`config.mk`:
```
export PLATFORM = sky130hd
export DESIGN_NAME = clock_time_ctrl_flat
export DESIGN_NICKNAME = d
export VERILOG_FILES = /design/src/rtl/clock_time_ctrl_if.sv /design/src/rtl/clock_time_ctrl.sv /design/src/flat_wrapper.sv
export SDC_FILE = /design/constraint.sdc
export NUM_CORES = 1
export LEC_CHECK = 0
export CORE_UTILIZATION = 34
export DETAILED_ROUTE_END_ITERATION = 6
export GPL_ROUTABILITY_DRIVEN = 0
export PLACE_DENSITY = 0.5
export SLEW_MARGIN = 25
export SYNTH_ARGS = -nofsm -noshare
export SYNTH_HDL_FRONTEND = slang
export SYNTH_SLANG_ARGS = --single-unit
export TNS_END_PERCENT = 30
```
`constraint.sdc`:
```
create_clock -name clk -period 1.9 [get_ports clk]
set_clock_uncertainty 0.2 [all_clocks]
set_input_delay 0.38 -clock clk [delete_from_list [all_inputs] [get_ports clk]]
set_output_delay 0.38 -clock clk [all_outputs]
set_load 0.01 [all_outputs]
```
`src/rtl/clock_time_ctrl_if.sv`:
```
// Button/strobe inputs and time/display outputs of the clock timekeeping controller.
// master = stimulus side (buttons, tick), slave = clock_time_ctrl.
interface clock_time_ctrl_if;
  logic       tick_1hz;
  logic       mode_btn;
  logic       inc_btn;
  logic       dec_btn;
  logic [5:0] hour_val;
  logic [5:0] min_val;
  logic [5:0] sec_val;
  logic [1:0] edit_mode;
  logic       blank_hour;
  logic       blank_min;
  logic       day_pulse;

  modport master (
    output tick_1hz, mode_btn, inc_btn, dec_btn,
    input  hour_val, min_val, sec_val, edit_mode, blank_hour, blank_min, day_pulse
  );

  modport slave (
    input  tick_1hz, mode_btn, inc_btn, dec_btn,
    output hour_val, min_val, sec_val, edit_mode, blank_hour, blank_min, day_pulse
  );
endinterface

```
`src/rtl/clock_time_ctrl.sv`:
```
// Hours/minutes/seconds timekeeping with a RUN / SET_HOUR / SET_MIN edit FSM
// and blink blanking for the field being edited.
module clock_time_ctrl #(
  parameter int BLINK_DIV = 25000000,
  parameter int HOUR_MAX  = 23
) (
  input logic               clk,
  input logic               rst,
  clock_time_ctrl_if.slave  bus
);

  localparam logic [1:0] RUN      = 2'b00;
  localparam logic [1:0] SET_HOUR = 2'b01;
  localparam logic [1:0] SET_MIN  = 2'b10;

  localparam int             CNT_W     = (BLINK_DIV > 2) ? $clog2(BLINK_DIV) : 1;
  localparam logic [CNT_W-1:0] CNT_LAST  = CNT_W'(BLINK_DIV - 1);
  localparam logic [5:0]     HOUR_LAST = 6'(HOUR_MAX);

  logic [5:0]       hour_q, min_q, sec_q;
  logic [5:0]       hour_nxt, min_nxt, sec_nxt;
  logic [1:0]       mode_q, mode_nxt;
  logic             day_q, day_nxt;
  logic [CNT_W-1:0] cnt_q, cnt_nxt;
  logic             hidden_q, hidden_nxt;
  logic             blank_hour_q, blank_min_q;
  logic             inc_only, dec_only, edit_accepted;

  assign inc_only = bus.inc_btn & ~bus.dec_btn;
  assign dec_only = bus.dec_btn & ~bus.inc_btn;

  always_comb begin
    mode_nxt      = mode_q;
    hour_nxt      = hour_q;
    min_nxt       = min_q;
    sec_nxt       = sec_q;
    day_nxt       = 1'b0;
    edit_accepted = 1'b0;

    // mode_btn outranks edits and ticks; a discarded edit/tick simply has no effect
    if (bus.mode_btn) begin
      case (mode_q)
        RUN:      mode_nxt = SET_HOUR;
        SET_HOUR: mode_nxt = SET_MIN;
        default: begin
          mode_nxt = RUN;
          sec_nxt  = 6'd0;
        end
      endcase
    end else begin
      case (mode_q)
        SET_HOUR: begin
          edit_accepted = inc_only | dec_only;
          if (inc_only)
            hour_nxt = (hour_q == HOUR_LAST) ? 6'd0 : hour_q + 6'd1;
          else if (dec_only)
            hour_nxt = (hour_q == 6'd0) ? HOUR_LAST : hour_q - 6'd1;
        end
        SET_MIN: begin
          edit_accepted = inc_only | dec_only;
          if (inc_only)
            min_nxt = (min_q == 6'd59) ? 6'd0 : min_q + 6'd1;
          else if (dec_only)
            min_nxt = (min_q == 6'd0) ? 6'd59 : min_q - 6'd1;
        end
        default: begin
          if (bus.tick_1hz) begin
            if (sec_q == 6'd59) begin
              sec_nxt = 6'd0;
              if (min_q == 6'd59) begin
                min_nxt = 6'd0;
                if (hour_q == HOUR_LAST) begin
                  hour_nxt = 6'd0;
                  day_nxt  = 1'b1;
                end else begin
                  hour_nxt = hour_q + 6'd1;
                end
              end else begin
                min_nxt = min_q + 6'd1;
              end
            end else begin
              sec_nxt = sec_q + 6'd1;
            end
          end
        end
      endcase
    end
  end

  // Restarting the blink on entry or edit makes the new value show immediately
  always_comb begin
    cnt_nxt    = cnt_q;
    hidden_nxt = hidden_q;
    if (mode_nxt == RUN) begin
      cnt_nxt    = '0;
      hidden_nxt = 1'b0;
    end else if (bus.mode_btn || edit_accepted) begin
      cnt_nxt    = '0;
      hidden_nxt = 1'b0;
    end else if (cnt_q == CNT_LAST) begin
      cnt_nxt    = '0;
      hidden_nxt = ~hidden_q;
    end else begin
      cnt_nxt = cnt_q + CNT_W'(1);
    end
  end

  always_ff @(posedge clk) begin
    if (rst) begin
      hour_q       <= 6'd0;
      min_q        <= 6'd0;
      sec_q        <= 6'd0;
      mode_q       <= RUN;
      day_q        <= 1'b0;
      cnt_q        <= '0;
      hidden_q     <= 1'b0;
      blank_hour_q <= 1'b0;
      blank_min_q  <= 1'b0;
    end else begin
      hour_q       <= hour_nxt;
      min_q        <= min_nxt;
      sec_q        <= sec_nxt;
      mode_q       <= mode_nxt;
      day_q        <= day_nxt;
      cnt_q        <= cnt_nxt;
      hidden_q     <= hidden_nxt;
      blank_hour_q <= (mode_nxt == SET_HOUR) && hidden_nxt;
      blank_min_q  <= (mode_nxt == SET_MIN) && hidden_nxt;
    end
  end

  assign bus.hour_val   = hour_q;
  assign bus.min_val    = min_q;
  assign bus.sec_val    = sec_q;
  assign bus.edit_mode  = mode_q;
  assign bus.day_pulse  = day_q;
  assign bus.blank_hour = blank_hour_q;
  assign bus.blank_min  = blank_min_q;

endmodule
```
`src/flat_wrapper.sv`:
```
// flat-port wrapper written by rule: the top's interface ports become plain ports
module clock_time_ctrl_flat 
#(
  parameter int BLINK_DIV = 25000000,
  parameter int HOUR_MAX  = 23
)
  (clk, rst, bus_tick_1hz, bus_mode_btn, bus_inc_btn, bus_dec_btn, bus_hour_val, bus_min_val, bus_sec_val, bus_edit_mode, bus_blank_hour, bus_blank_min, bus_day_pulse);
  clock_time_ctrl_if bus_i ();
  input logic clk;
  input logic rst;
  input wire logic [$bits(bus_i.tick_1hz)-1:0] bus_tick_1hz;
  input wire logic [$bits(bus_i.mode_btn)-1:0] bus_mode_btn;
  input wire logic [$bits(bus_i.inc_btn)-1:0] bus_inc_btn;
  input wire logic [$bits(bus_i.dec_btn)-1:0] bus_dec_btn;
  output wire logic [$bits(bus_i.hour_val)-1:0] bus_hour_val;
  output wire logic [$bits(bus_i.min_val)-1:0] bus_min_val;
  output wire logic [$bits(bus_i.sec_val)-1:0] bus_sec_val;
  output wire logic [$bits(bus_i.edit_mode)-1:0] bus_edit_mode;
  output wire logic [$bits(bus_i.blank_hour)-1:0] bus_blank_hour;
  output wire logic [$bits(bus_i.blank_min)-1:0] bus_blank_min;
  output wire logic [$bits(bus_i.day_pulse)-1:0] bus_day_pulse;
  assign bus_i.tick_1hz = bus_tick_1hz;
  assign bus_i.mode_btn = bus_mode_btn;
  assign bus_i.inc_btn = bus_inc_btn;
  assign bus_i.dec_btn = bus_dec_btn;
  assign bus_hour_val = bus_i.hour_val;
  assign bus_min_val = bus_i.min_val;
  assign bus_sec_val = bus_i.sec_val;
  assign bus_edit_mode = bus_i.edit_mode;
  assign bus_blank_hour = bus_i.blank_hour;
  assign bus_blank_min = bus_i.blank_min;
  assign bus_day_pulse = bus_i.day_pulse;
  clock_time_ctrl #(.BLINK_DIV(BLINK_DIV), .HOUR_MAX(HOUR_MAX)) u_core (.clk(clk), .rst(rst), .bus(bus_i));
endmodule
```
# Word level (Yosys, flattened, before mapping)
# Index checks and enable logic that the tools add are counted.
[classes]
add_sub_neg = 6
n_eq_ne = 12
muxes = 28
bitwise = 12
reduce_logical = 20
[ops]
columns = ["op", "count"]
rows = [
  ["6-bit two-way mux", 18],
  ["25-bit by 1-bit adder with 25-bit output, second input constant", 1],
  ["25-bit == test, second input constant", 1],
  ["6-bit case mux with 2 select lines", 2],
  ["6-bit by 1-bit adder with 6-bit output, second input constant", 3],
  ["6-bit == test, second input constant", 2],
  ["6-bit zero test", 2],
  ["2-bit nonzero test", 6],
  ["6-bit by 1-bit subtractor with 6-bit output, second input constant", 2],
  ["1-bit inverter", 9],
  ["7-bit OR reduction", 1],
  ["6-bit by 5-bit == test with 1-bit output, second input constant", 1],
  ["1-bit two-way mux", 6],
  ["3-bit by 1-bit != test with 1-bit output, second input constant", 2],
  ["6-bit AND reduction", 1],
  ["5-bit AND reduction", 1],
  ["2-bit by 1-bit == test with 1-bit output, second input constant", 2],
  ["2-bit == test, second input constant", 2],
  ["2-bit zero test", 2],
  ["2-bit case mux with 2 select lines", 1],
  ["2-bit OR reduction", 2],
  ["4-bit OR reduction", 1],
  ["3-bit AND reduction", 1],
  ["1-bit bitwise AND", 2],
  ["other kinds (6)", 7],
]
[word_totals]
ff_bits = 49
in_bits = 6
output_inout_bits = 23
word_cells = 87

# Depth between registers and ports, before layout
[logic_depth]
ltp_word = 9
ltp_mapped = 9
mapped_depth_nobuf = 7

# Worst setup path after synthesis
# Ideal clock, no wire load.
[synth_timing]
path_kind = "reg2reg"
from = "reg u_core.mode_q[0], in the netlist u_core.bus.edit_mode[0]"
to = "reg u_core.cnt_q[18]"
setup_time_ns = 0.062
t_arrival_ns = 1.867
required_time_ns = 1.638
setup_slack_ns = -0.230
path_stages_with_launch = 9
path_buffers = 2
period_less_slack_ns = 2.130
cell_sequence = "dfxtp_1 > inv_1 > ha_1 > nor2b_1 > a2111o_1 > or2_1 > buf_6 > buf_12 > nor2_4"
[synth_via]
elab_chain_cells = 6
elab_cells_between_ends = 11
cone_classes = "eq/ne (2); mux (4); reduce/logical (5)"
[synth_rtl]
columns = ["item", "line_no", "source"]
rows = [
  ["from (decl)", "clock_time_ctrl.sv:22", "logic [1:0] mode_q, mode_nxt;"],
  ["from (signal assigned)", "clock_time_ctrl.sv:123", "mode_q <= mode_nxt;"],
  ["2-bit by 1-bit == test with 1-bit output / 2-bit == test (equally long branches)", "clock_time_ctrl.sv:42, clock_time_ctrl.sv:51", ""],
  ["2-bit OR reduction (no source line)", "-", ""],
  ["1-bit two-way mux", "-", ""],
  ["1-bit two-way mux", "clock_time_ctrl.sv:41", "if (bus.mode_btn) begin"],
  ["1-bit logical OR", "clock_time_ctrl.sv:97", "end else if (bus.mode_btn || edit_accepted) begin"],
  ["4-bit OR reduction (no source line) *", "-", ""],
  ["to (signal assigned)", "clock_time_ctrl.sv:125", "cnt_q <= cnt_nxt;"],
  ["to (decl)", "clock_time_ctrl.sv:24", "logic [CNT_W-1:0] cnt_q, cnt_nxt;"],
]
# Mark *: on every way between the ends. The rest lies on a longest branch, timed or not.
# A chain may end at the register's enable or synchronous reset.

# Worst setup path after layout
[layout_timing]
from = "reg u_core.mode_q[1], in the netlist u_core.bus.edit_mode[1]"
to = "reg u_core.cnt_q[12]"
# Same word-level chain as after synthesis.

==> flow_summary.yaml <==
global_route:
  grt.overflow.total: 0
  grt_pass1_vias: 2522
  grt_max_degree: 19
  grt_antenna_before_repair: 0
  grt_pass1_wl_um: 11730
  gr-usage-all-layers: 0.1644
die:
  io_pins: 29
  die-area_um2: 9117
  start_util: 0.3563
  core_um2: 8341
  die_height_um: 95.49
  die_w_um: 95.49
  num_rows: 33
worst_setup_path:
  crit_type: "register to register"
  critPathArrivalTime_ns: 1.98
  worst-path-buf-inv: 2
  start_kind: "register"
  slowest_delay_ns: 0.41
  cp-end-kind: "register"
  cp_cell_sequence: "inv_6, ha_4, nor2b_4, a2111o_1, or2_4, buf_12, nor2_1"
  path_delay_family: "simple AND/OR/NAND/NOR gates"
  worst_path_max_delay_cell: "dfxtp_4"
  r2r_setup_slack_ns: -0.03
  crit_required_ns: 1.94
  critPathMaxFanout: 8
final_layout:
  multi_input_area_um2: 2127
  drive_gt1_frac: 0.4163
  fillers: 803
  nNetsFinal: 461
  n_antenna_cell: 0
  regArea_um2: 1006
  syn_to_final_growth_pct: 51.07
synth:
  synth_nets: 358
  synthArstFlopShare: 0
  syn_avg_cell_area_um2: 8.792
  synth.most_common_cell: "dfxtp_1"
  yosysTopAreaCell: "dfxtp_1"
  syn_area_um2: 2972
  netlist_instances: 338
  synth-seq-cells: 49
  yosys-top-cells-count: "49 x dfxtp_1, 28 x nand2_1, 28 x nor2_1, 18 x nor2_4, 18 x xor2_1"
  ys.flop_type: "dfxtp_1"
  synth_top_area_frac: 0.3301
  ys_warn_count: 0
  synth_area_leaders: "dfxtp_1 33%, nor2_4 6.8%, ha_1 5.9%, xor2_1 5.3%, nand2_1 3.5%"
  ys_types: 56
  ys_seq_area_frac: 0.3301
  synth_edf_count: 0
cts:
  tritoncts: "built"
  clockBufferDepth: 2
  cts_buffers: 5
  hold_buffers: 0
  clk_pin_slew_ns: 0.09
  clockRootBuffer: "clkbuf_8"
  htree_levels: 2
  clk_latency_ns: 0.31
  clkSinkCount: 49
timing:
  layout_min_cycle_time_ns: 1.933
  setup_viol: 27
  whs_ns: 0.3072
  hold_viol_final: 0
  report.final.slew_viol_count: 0
  fmax_mhz: 517.3
  rsz0062_at_grt: "yes"
  fin_ws_ns: -0.03300
  tightest_slew_ns: 0.4726
  relSlewSlack: 0.6805
  fin_crit_sh: 1.017
placed_design:
  io_buffers: 28
  dp_hpwl_um: 5120
power:
  p_int_mw: 1.791
  clkPwrFrac: 0.375
  powerDensity_nw_per_um2: 531.4
  seqPwrFrac: 0.443
  peakVddDrop_uv: 388.4
  pwr-share-comb: 0.181
  power.total_mw: 2.386
  p_leak_nw: 1.763
  p_switching_mw: 0.5941
  swShare: 0.2490
route:
  dr.pass1.iters: 4
  wirelength_um: 7233
  ant_nets: 0
  num_vias: 2686
  dr.first_iter.drc_count: 62
  drt-wirelength-per-cell_um: 13.22
  vias_per_cell: 4.910
  drc: 0
worst_hold_path:
  hp-class: "register to register"
run_status:
  violations: "negative setup slack"
  outcome: "finished with violations"
run:
  max_cap_viol_count: 0
## metal layers
metal  share of wire  wire length (um)  GRT usage  up-vias
li1                -                 -          -     1393
met1            0.50              3632     0.2273     1259
met2            0.46              3332     0.2589       27
met3           0.022               156    0.02632        7
met4           0.015               111    0.05473        0
met5               0                 0          0        -
## stage by stage
step | instances | utilization | instance area, um2 | setup WS, ns | TNS [ns]
2_1_floorplan | 338 | - | 3014 | -0.05544 | -1.186
3_3_place_gp | 525 | 0.4614 | 3849 | -0.5626 | -21.36
3_5_place_dp | 525 | 0.4614 | 3849 | -0.5926 | -22.04
4_1_cts | 535 | 0.4886 | 4075 | -0.03407 | -0.2527
5_1_grt | 547 | 0.5383 | 4489 | -0.1112 | -2.130
6_report | 547 | 0.5383 | 4489 | -0.03300 | -0.4507
## layout by cell type, fill, tap and decap left out, types with 6 or more instances in the layout
master	n
ha_4	8
dlygate4sd2_1	11
nor2_4	23
xor2_1	17
dlymetal6s2s_1	8
ha_1	6
nand3_1	16
buf_4	80
clkdlybuf4s50_1	8
dfxtp_1	35
inv_1	10
nand4_1	12
a21oi_1	13
dfxtp_2	11
nor3_1	8
nand2_1	28
nor2_1	21
xnor2_1	11
## worst reg2reg max path, stage by stage (launching register included)
cell and delay, ns:
dfxtp_4 0.41, inv_6 0.06, ha_4 0.23, nor2b_4 0.12, a2111o_1 0.30, or2_4 0.31
buf_12 0.17, nor2_1 0.07
## kinds of logic after synthesis
logic type | count (synthesis) | synth area share
fa+ha+maj | 14 | 0.05895
xor+xnor | 30 | 0.08842
compound gates | 50 | 0.1141
buf+inv | 34 | 0.06569
simple gates | 158 | 0.3326
flops | 49 | 0.3301
mux | 3 | 0.01011
## area by class of cell
cell class                      count  area share
Inverter                           14     0.01449
Clock buffer                        5     0.01533
Tap cell                          105     0.02926
Timing Repair Buffer              116      0.2285
Sequential cell                    49      0.2241
Multi-Input combinational cell    255      0.4738
Clock inverter                      3     0.01449
## state kept, by name (all words and copies together) (netlist names)
| signal | cells |
|---|---|
| u_core.cnt_q | 25 |
| u_core.bus.blank_min | 1 |
| u_core.bus.day_pulse | 1 |
| u_core.hidden_q | 1 |
| u_core.bus.hour_val | 6 |
| u_core.bus.sec_val | 6 |
| u_core.bus.blank_hour | 1 |
| u_core.bus.edit_mode | 2 |
| u_core.bus.min_val | 6 |
## power by group through the flow
stage,sequential [mW],combinational (mW),clock [mW]
2_1_floorplan,1.09,0.188,0
3_3_place_gp,1.08,0.335,0
3_5_place_dp,1.08,0.335,0
4_1_cts,1.05,0.357,0.921
5_1_grt,1.06,0.470,0.954
6_report,1.06,0.433,0.896
## worst paths after layout
check | startpoint | endpoint | depth (start not counted)
setup / recovery | u_core.bus.edit_mode[1] | u_core.cnt_q[12] | 7
hold / removal | u_core.bus.hour_val[5] | u_core.bus.hour_val[5] | 2
hold reg to reg | u_core.bus.hour_val[5] | u_core.bus.hour_val[5] | 2
setup reg to reg | u_core.bus.edit_mode[1] | u_core.cnt_q[12] | 7
## timing repair
item	4_1_cts	5_1_grt
buffers inserted	1	11
resized for setup	33	74
pin swaps	8	25
endpoints found under the hold margin	0	0
cloned	1	1
setup endpoints to repair	50	51
(Power assumes the default switching activity.)
==> RTL edit: new RTL, config.mk and constraints unchanged <==
`HOUR_MAX` is set to 23 in 2 places; all go to 11.
--- a/src/rtl/clock_time_ctrl.sv
+++ b/src/rtl/clock_time_ctrl.sv
@@ -2,7 +2,7 @@
 // and blink blanking for the field being edited.
 module clock_time_ctrl #(
   parameter int BLINK_DIV = 25000000,
-  parameter int HOUR_MAX  = 23
+  parameter int HOUR_MAX  = 11
 ) (
   input logic               clk,
   input logic               rst,
--- a/src/flat_wrapper.sv
+++ b/src/flat_wrapper.sv
@@ -2,7 +2,7 @@
 module clock_time_ctrl_flat 
 #(
   parameter int BLINK_DIV = 25000000,
-  parameter int HOUR_MAX  = 23
+  parameter int HOUR_MAX  = 11
 )
   (clk, rst, bus_tick_1hz, bus_mode_btn, bus_inc_btn, bus_dec_btn, bus_hour_val, bus_min_val, bus_sec_val, bus_edit_mode, bus_blank_hour, bus_blank_min, bus_day_pulse);
   clock_time_ctrl_if bus_i ();
Check against the original RTL: not equivalent (Yosys sat finds a counterexample within 4 cycles, from zero or initial values and one cycle with rst high).
==> RTL edit against the unedited design <==
The run still ends with negative setup slack left. Sequential cell count did not move. First-iteration DRC count grew 40%. Total power is 15% lower. Setup slack lost 0.19 ns. Design area down 5.7%. Global-route usage up 1.1 points. Count of clock-buffer cells in the layout grew 2. Area after synthesis down 5.4%. Routed wire length rose by 1.4%. Largest power group unchanged.
==> RTL edit: results (changes against the unedited design) <==
* DP Area at 3710 um^2 (-3.5%)
* Hold Crit Endpoint: u_core.bus.hour_val[4]
* Met2 usage at 0.277 (+0.0180)
* Mapped Avg Cell Area at 8.20 um^2 (-6.8%)
* Net count reported at finish at 462 (+0.22%)
* DRT iter0 DRCs at 87 (+40%)
* Pin count of the biggest net entering global routing at 15 (-4)
* Met1 WL at 3480 um (-4.1%)
* CP max-delay cell: or4_4
* Initial Utilization at 0.358 (+0.00197)
* Maximum vdd drop at 0.000452 V (+16%)
* DP Cell Count at 523 (-0.38%)
* Final setup vio count at 40 (+48%)
* WP data arrival at 2.11 ns (+0.13 ns)
* All-Layer GR Usage at 0.176 (+0.0115)
* Dpl hpwl at 5000 um (-2.3%)
* First-pass GRT wire length at 12300 um (+4.6%)
* Slowest stage delay, CP at 0.51 ns (+0.10 ns)
* Outcome: finished with violations
* Worst Setup SP: u_core.bus.min_val[1]
* M1 GR Usage at 0.244 (+0.0163)
* Met3 WL at 254 um (+63%)
* Failing checks: negative setup slack
* Hold_sp: u_core.bus.hour_val[4]
* Final worst slack at -0.219 ns (-0.186 ns)
* Synth top area cells: dfxtp_1 35%, nor2_1 6.7%, ha_1 6.2%
* WL/cell at 13.5 um (+1.8%)
* Net Count, Synth at 363 (+1.4%)
* Worst hold stages at 1 (-1)
* Internal power at 1.49 mW (-17%)
* Synth top cells by count: 50 x nor2_1, 49 x dfxtp_1, 29 x nand2_1, 20 x nand3_1, 18 x xnor2_1
* Sequential area share after synthesis at 0.349 (+0.0188)
* Clk power at 606 uW (-32%)
* Sequential power share at 0.518 (+0.075)
* Synth unique cells at 57 (+1.8%)
-- RTL edit: cell count changes in the layout (fill, tap and decap cells not counted), sizes merged, moves of 5 or more --
cell   before  now
buf        88   80
xnor2      12   18
nor4b       7    2
xor2       18   12
o21ai       8   14
nor4        7    2
-- RTL edit: through the flow --
step / setup WS [ns] / power (mW) / hold WS [ns]
after global placement: -0.505 / 1.37 / 0.302
after global routing: -0.328 / 2.14 / 0.327
after CTS: -0.215 / 2.05 / 0.327
after floorplan: -0.208 / 1.23 / 0.249
final: -0.219 / 2.03 / 0.296
after detailed placement: -0.567 / 1.37 / 0.300
-- RTL edit: worst reg2reg max path: cells and delay by family, from the launching register on --
| kind | cells | cell delay (ns) |
|---|---|---|
| DFF | 1 | 0.37 |
| adders and majority gates | 1 | 0.14 |
| buffers and inverters | 2 | 0.30 |
| AOI/OAI and AO/OA | 2 | 0.36 |
| and+or+nand+nor | 2 | 0.64 |
-- RTL edit: logic make-up after synthesis --
group,Yosys count,share of synthesized area
AND/OR/NAND/NOR,161,0.296
AO/OA/AOI/OAI,58,0.144
flip-flops,49,0.349
XOR/XNOR,30,0.0935
buffers and inverters,29,0.0489
adder cells (fa/ha/maj),14,0.0623
multiplexers,2,0.00712
-- RTL edit: cell type report --
type | count | area (um^2) | share of cell area
tap | 102 | 128 | 0.0301
timing repair buffer | 109 | 1000 | 0.237
clock inverter | 1 | 6.26 | 0.00148
sequential | 49 | 1010 | 0.238
inverter | 12 | 50.0 | 0.0118
multi-input combinational | 265 | 1960 | 0.463
clock buffer | 7 | 76.3 | 0.0180
-- RTL edit: what timing repair did --
item,4_1_cts,5_1_grt
setup endpoints to repair,61,56
pin swaps,8,10
gates cloned,4,1
buffers inserted,6,3
resized for setup,55,41
